<file path="src/rtl/alu_divider_pkg.sv">
// Shared NPC package: divider op encodings and FSM state encoding.
// The ALU decoder uses the same op enum when it issues divide operations.
package alu_divider_pkg;

   typedef enum logic [1:0] {
      OP_DIV  = 2'b00,
      OP_DIVU = 2'b01,
      OP_REM  = 2'b10,
      OP_REMU = 2'b11
   } div_op_e;

   typedef enum logic [1:0] {
      ST_IDLE = 2'b00,
      ST_CALC = 2'b01,
      ST_DONE = 2'b10
   } div_state_e;

   // True for the two's-complement variants (DIV, REM)
   function automatic logic op_is_signed(input div_op_e o);
      return (o == OP_DIV) || (o == OP_REM);
   endfunction

   // True when the caller wants the remainder rather than the quotient
   function automatic logic op_is_rem(input div_op_e o);
      return (o == OP_REM) || (o == OP_REMU);
   endfunction

endpackage

</file>
<file path="src/rtl/alu_divider_div_step.sv">
// One radix-2 restoring division step: shift the next dividend bit into the
// partial remainder, trial-subtract the divisor, keep the difference when it
// does not go negative and shift the resulting quotient bit in.
module div_step #(
   parameter int WIDTH = 32
) (
   input  logic [WIDTH-1:0] rem,
   input  logic [WIDTH-1:0] quo,
   input  logic [WIDTH-1:0] divisor,
   output logic [WIDTH-1:0] next_rem,
   output logic [WIDTH-1:0] next_quo
);

   logic [WIDTH:0] shifted_s;
   logic [WIDTH:0] diff_s;
   logic           qbit_s;

   // Shift / compare / subtract for a single quotient bit
   always_comb begin
      shifted_s = {rem, quo[WIDTH-1]};
      diff_s    = shifted_s - {1'b0, divisor};
      qbit_s    = ~diff_s[WIDTH];
      next_rem  = shifted_s[WIDTH-1:0];
      if (qbit_s) begin
         next_rem = diff_s[WIDTH-1:0];
      end else begin
         next_rem = shifted_s[WIDTH-1:0];
      end
      next_quo = {quo[WIDTH-2:0], qbit_s};
   end

endmodule

</file>
<file path="src/rtl/alu_divider.sv">
// Multi-cycle integer divider for the ALU: DIV/DIVU/REM/REMU with a
// valid/ready handshake on both sides. Divide-by-zero and signed overflow
// complete on the accept edge; all other ops take WIDTH CALC cycles.
module alu_divider
   import alu_divider_pkg::*;
#(
   parameter int WIDTH = 32
) (
   input  logic             clk,
   input  logic             rst_n,
   input  logic             flush,
   input  logic             in_valid,
   output logic             in_ready,
   input  logic [1:0]       op,
   input  logic [WIDTH-1:0] src1,
   input  logic [WIDTH-1:0] src2,
   output logic             out_valid,
   input  logic             out_ready,
   output logic [WIDTH-1:0] result
);

   localparam int CW = (WIDTH > 1) ? $clog2(WIDTH) : 1;
   localparam logic [CW-1:0]    LAST_STEP = CW'(WIDTH - 1);
   localparam logic [WIDTH-1:0] ZERO      = {WIDTH{1'b0}};
   localparam logic [WIDTH-1:0] ONES      = {WIDTH{1'b1}};
   localparam logic [WIDTH-1:0] MOST_NEG  = {1'b1, {(WIDTH-1){1'b0}}};

   div_state_e       state_r, state_nxt_s;
   div_op_e          op_r, op_in_s;
   logic             neg_q_r, neg_r_r;
   logic [WIDTH-1:0] divisor_r, rem_r, quo_r, result_r;
   logic [CW-1:0]    cnt_r;

   logic             accept_s, in_signed_s, div0_s, ovf_s, special_s, last_step_s;
   logic             src1_neg_s, src2_neg_s;
   logic [WIDTH-1:0] mag1_s, mag2_s, special_res_s;
   logic [WIDTH-1:0] step_rem_s, step_quo_s, fix_q_s, fix_r_s, final_res_s;

   assign op_in_s = div_op_e'(op);

   div_step #(.WIDTH(WIDTH)) u_div_step (
      .rem      (rem_r),
      .quo      (quo_r),
      .divisor  (divisor_r),
      .next_rem (step_rem_s),
      .next_quo (step_quo_s)
   );

   // Decode the offered operation: magnitudes and the two early-out cases
   always_comb begin
      accept_s    = in_valid & (state_r == ST_IDLE) & ~flush;
      in_signed_s = op_is_signed(op_in_s);
      src1_neg_s  = in_signed_s & src1[WIDTH-1];
      src2_neg_s  = in_signed_s & src2[WIDTH-1];
      mag1_s      = src1_neg_s ? (ZERO - src1) : src1;
      mag2_s      = src2_neg_s ? (ZERO - src2) : src2;
      div0_s      = (src2 == ZERO);
      ovf_s       = in_signed_s & (src1 == MOST_NEG) & (src2 == ONES);
      special_s   = div0_s | ovf_s;
      special_res_s = ZERO;
      if (div0_s) begin
         special_res_s = op_is_rem(op_in_s) ? src1 : ONES;
      end else begin
         special_res_s = op_is_rem(op_in_s) ? ZERO : src1;
      end
   end

   // Sign fix-up of the final step's quotient/remainder on entry to DONE
   always_comb begin
      last_step_s = (cnt_r == LAST_STEP);
      fix_q_s     = neg_q_r ? (ZERO - step_quo_s) : step_quo_s;
      fix_r_s     = neg_r_r ? (ZERO - step_rem_s) : step_rem_s;
      final_res_s = op_is_rem(op_r) ? fix_r_s : fix_q_s;
   end

   // FSM state register
   always_ff @(posedge clk or negedge rst_n) begin
      if (!rst_n) begin
         state_r <= ST_IDLE;
      end else begin
         state_r <= state_nxt_s;
      end
   end

   // FSM next state; flush overrides accept and the output handshake
   always_comb begin
      state_nxt_s = state_r;
      case (state_r)
         ST_IDLE: begin
            if (accept_s) begin
               state_nxt_s = special_s ? ST_DONE : ST_CALC;
            end else begin
               state_nxt_s = ST_IDLE;
            end
         end
         ST_CALC: begin
            if (flush) begin
               state_nxt_s = ST_IDLE;
            end else if (last_step_s) begin
               state_nxt_s = ST_DONE;
            end else begin
               state_nxt_s = ST_CALC;
            end
         end
         ST_DONE: begin
            if (flush || out_ready) begin
               state_nxt_s = ST_IDLE;
            end else begin
               state_nxt_s = ST_DONE;
            end
         end
         default: state_nxt_s = ST_IDLE;
      endcase
   end

   // Datapath: latch operands on accept, iterate in CALC, hold result in DONE
   always_ff @(posedge clk or negedge rst_n) begin
      if (!rst_n) begin
         op_r      <= OP_DIV;
         neg_q_r   <= 1'b0;
         neg_r_r   <= 1'b0;
         divisor_r <= ZERO;
         rem_r     <= ZERO;
         quo_r     <= ZERO;
         cnt_r     <= {CW{1'b0}};
         result_r  <= ZERO;
      end else if (flush) begin
         cnt_r    <= {CW{1'b0}};
         result_r <= ZERO;
      end else begin
         case (state_r)
            ST_IDLE: begin
               if (accept_s) begin
                  op_r      <= op_in_s;
                  neg_q_r   <= src1_neg_s ^ src2_neg_s;
                  neg_r_r   <= src1_neg_s;
                  divisor_r <= mag2_s;
                  quo_r     <= mag1_s;
                  rem_r     <= ZERO;
                  cnt_r     <= {CW{1'b0}};
                  result_r  <= special_s ? special_res_s : ZERO;
               end
            end
            ST_CALC: begin
               rem_r <= step_rem_s;
               quo_r <= step_quo_s;
               cnt_r <= cnt_r + {{(CW-1){1'b0}}, 1'b1};
               if (last_step_s) begin
                  result_r <= final_res_s;
               end
            end
            ST_DONE: begin
               if (out_ready) begin
                  result_r <= ZERO;
               end
            end
            default: begin
               cnt_r    <= {CW{1'b0}};
               result_r <= ZERO;
            end
         endcase
      end
   end

   assign in_ready  = (state_r == ST_IDLE);
   assign out_valid = (state_r == ST_DONE);
   assign result    = result_r;

endmodule

</file>
<file path="config.mk">
export PLATFORM = sky130hd
export DESIGN_NAME = alu_divider
export DESIGN_NICKNAME = d
export VERILOG_FILES = /design/src/rtl/alu_divider_pkg.sv /design/src/rtl/alu_divider_div_step.sv /design/src/rtl/alu_divider.sv
export SDC_FILE = /design/constraint.sdc
export NUM_CORES = 1
export LEC_CHECK = 0
export CAP_MARGIN = 15
export CORE_ASPECT_RATIO = 2
export CORE_UTILIZATION = 50
export CTS_CLUSTER_SIZE = 20
export DETAILED_ROUTE_END_ITERATION = 10
export PLACE_DENSITY_LB_ADDON = 0.3
export SLEW_MARGIN = 0
export SYNTH_ARGS = -nofsm -noshare
export SYNTH_HDL_FRONTEND = slang
export SYNTH_SLANG_ARGS = --single-unit
</file>
<file path="constraint.sdc">
create_clock -name clk -period 6.5 [get_ports clk]
set_clock_uncertainty 0.05 [all_clocks]
set_input_delay 0.975 -clock clk [delete_from_list [all_inputs] [get_ports clk]]
set_output_delay 0.975 -clock clk [all_outputs]
set_load 0.02 [all_outputs]
</file>
==> reports/metrics.yaml <==
syn_area_per_cell_um2: 7.48
tritoncts.num_buffers: 17
max_slew_margin_pct: 25.9
post_cts_resized: 0
fin_tns_setup_ns: 0
endpoint_kind: "register"
number_of_flops_mapped_to_enable_cells_by_yosys: 0
startpoint_type: "register"
worst_setup_slack_for_register_to_register_paths_ns: 1.09
post_synthesis_sequential_element_count: 138
cp_max_fo: 25
die_height_um: 222
drc: 0
ys.flop_type: "sky130_fd_sc_hd__dfrtp_1"
first_global_vias: 12200
postLayoutCellArea_um2: 13900
yosys.area.top_type: "sky130_fd_sc_hd__dfrtp_1"
final_cell_mix: "sky130_fd_sc_hd__nand2_1, sky130_fd_sc_hd__nor2_1, sky130_fd_sc_hd__o21ai_0"
cts.hold.buffers_added: 0
worstPathRequired_ns: 6.81
syn2layout_area_growth_pct: 14.7
grt_antenna_before_repair: 0
post_cts_buffers: 0
dpl_worst_slack_ns: 1.18
yosysSeqAreaShare_pct: 28.6
worst_r2r_startpoint: "quo_r[31]"
antenna_violating_nets_post_route: 0
cts.path.max_buffers: 2
nets: 1777
die_area_um2: 24900
finalMaxSlewViolations: 0
cap_violations: 0
leading_cell_type_in_the_layout_fill_and_taps_excluded: "sky130_fd_sc_hd__nand2_1"
static-leakage-power_nw: 5.59
worst_slew_pin_tran_ns: 1.11
final-instance-count-excl-fill: 1966
hpwlAfterDp_um: 34100
cellPowerDensity_nw_per_um2: 511
hp-class: "register to register"
worst_ep_arrival_time_ns: 5.72
synthesis.yosys.warnings: 0
antenna_cells: 0
clkLatencyLatePin_ns: 0.45
grt_setup_unrepaired: "no"
grt_overflow_total: 0
ys_types: 84
share_of_synthesized_flip_flops_with_an_asynchronous_set_or_reset_pct: 100
drive_above_1_share_pct: 5.18
mappedNetlistNets: 1729
placeableCoreArea_um2: 23800
wl_per_cell_um: 22.1
setup.worst_path.start: "quo_r[31]"
min_period_ns: 5.41
cts_root_buffer: "sky130_fd_sc_hd__clkbuf_16"
global_route.usage.total_pct: 35.6
count_of_tritonroute_iterations_in_the_first_routing_pass: 8
clkTransAtPathRegs_ns: 0.07
clock_tree_from_tritoncts: "done"
timing.reg2reg.worst_path_depth: 21
grt_first_pass_wirelength_um: 67400
result_of_the_run: "complete, no violations"
h-tree-depth: 4
peakVddDrop_mv: 0.404
synth_largest_type_area_fraction_pct: 28.6
detail_route.iter0.violations: 765
cts_num_sinks: 138
worstSetupPathType: "register to register"
netlist_area_um2: 12100
std_cell_rows: 80
final.setup.worst_slack_ns: 1.09
floorplan.io_pins: 105
place_congestion: 0.993
placed_cells: 1934
report.final.hold_viol_count: 0
period_share_pct: 83.2
setup_violations: 0
grt_max_degree: 97
port-buffer-count: 104
post_synth_main_area_contributors: "sky130_fd_sc_hd__dfrtp_1, sky130_fd_sc_hd__o21ai_0, sky130_fd_sc_hd__nand2_1"
crit-reg2reg-capture: "result[28]"
width_of_the_die_um: 112
drt-vias-per-instance: 6.28
detail_route.wirelength_um: 43500
floorplan.initialDensity_pct: 50.8
worstSetupEndpoint: "result[28]"
syn_inst: 1618
route.vias.total: 12400
max_clock_freq_ghz: 0.185
placed_instance_area_um2: 13300
-- metrics by stage --
step           util, %  total power [mW]  hold WS (ns)
6_report          58.2              7.09         0.430
5_1_grt           58.2              7.56         0.448
4_1_cts           58.2              7.03         0.437
3_5_place_dp      55.7              5.96         0.422
3_3_place_gp      55.7              5.93         0.418
2_1_floorplan        -              4.66         0.400
-- cells by family after synthesis --
family,synth area share [%]
mux,1.90
simple gates,22.8
flops,28.6
compound gates,27.0
buf+inv,5.11
fa+ha+maj,4.53
xor+xnor,10.1
-- state kept, by name (all words and copies together) (netlist names) --
name and count:
result 32, rem_r 32, state_r 2, neg_r_r 1
neg_q_r 1, cnt_r 5, divisor_r 32, op_r 1
quo_r 32
-- final cells by class --
class | count | area (um2)
multi-input combinational | 1328 | 8040
clock buffer | 18 | 439
timing repair buffer | 124 | 1190
sequential | 138 | 3450
fill | 2299 | 9950
inverter | 57 | 214
tap | 287 | 359
clock inverter | 14 | 168
-- synth_stat cells, types with 15 or more instances --
| cell type | count |
|---|---|
| sky130_fd_sc_hd__nand4_1 | 15 |
| sky130_fd_sc_hd__xnor2_1 | 74 |
| sky130_fd_sc_hd__mux2i_1 | 23 |
| sky130_fd_sc_hd__a21oi_1 | 141 |
| sky130_fd_sc_hd__clkbuf_1 | 68 |
| sky130_fd_sc_hd__o31ai_1 | 27 |
| sky130_fd_sc_hd__a211oi_1 | 21 |
| sky130_fd_sc_hd__nand2_1 | 203 |
| sky130_fd_sc_hd__nor2_1 | 196 |
| sky130_fd_sc_hd__or3_1 | 25 |
| sky130_fd_sc_hd__dfrtp_1 | 138 |
| sky130_fd_sc_hd__inv_1 | 56 |
| sky130_fd_sc_hd__o21ai_0 | 190 |
| sky130_fd_sc_hd__ha_1 | 39 |
| sky130_fd_sc_hd__xor2_1 | 66 |
| sky130_fd_sc_hd__nor3_1 | 38 |
| sky130_fd_sc_hd__nand3_1 | 21 |
| sky130_fd_sc_hd__nand2b_1 | 18 |
-- per-layer routing --
layer / GRT usage [%] / wire length [um]
met3: 4.65 / 1620
met2: 63.9 / 22200
met5: 0 / 0
met1: 34.3 / 15000
met4: 34.3 / 4680
-- power by group --
group	total (mW)	internal (mW)	switching, mW
Combinational	4.76	1.68	3.08
Clock	1.03	0.562	0.465
Sequential	1.31	1.06	0.249
Total	7.09	3.30	3.79
-- worst min-delay path by stage --
stage                        startpoint       endpoint  cells past startpoint
after CTS                 divisor_r[12]  divisor_r[12]                      2
after global placement     divisor_r[9]   divisor_r[9]                      2
after global routing      divisor_r[13]  divisor_r[13]                      2
final                     divisor_r[12]  divisor_r[12]                      2
after detailed placement  divisor_r[28]  divisor_r[28]                      2
after floorplan           divisor_r[10]  divisor_r[10]                      2
-- worst max-delay path, cell delays in order (launching register included) --
cell and delay [ns]:
sky130_fd_sc_hd__dfrtp_1 0.38, sky130_fd_sc_hd__inv_1 0.06, sky130_fd_sc_hd__ha_1 0.20, sky130_fd_sc_hd__fa_1 0.39, sky130_fd_sc_hd__nand2b_1 0.22, sky130_fd_sc_hd__a21oi_4 0.24
sky130_fd_sc_hd__o2111ai_4 0.19, sky130_fd_sc_hd__a2111oi_4 0.47, sky130_fd_sc_hd__o21a_4 0.23, sky130_fd_sc_hd__nor2_4 0.05, sky130_fd_sc_hd__inv_2 0.34, sky130_fd_sc_hd__ha_1 0.25
sky130_fd_sc_hd__nand2b_1 0.09, sky130_fd_sc_hd__or3_1 0.36, sky130_fd_sc_hd__nand2b_1 0.20, sky130_fd_sc_hd__or4_1 0.61, sky130_fd_sc_hd__o41ai_1 0.37, sky130_fd_sc_hd__xnor2_1 0.17
sky130_fd_sc_hd__o21ai_1 0.07, sky130_fd_sc_hd__o21ai_0 0.11, sky130_fd_sc_hd__mux2i_1 0.10, sky130_fd_sc_hd__a211oi_1 0.16
No activity file was read; power rests on OpenSTA's default activity.
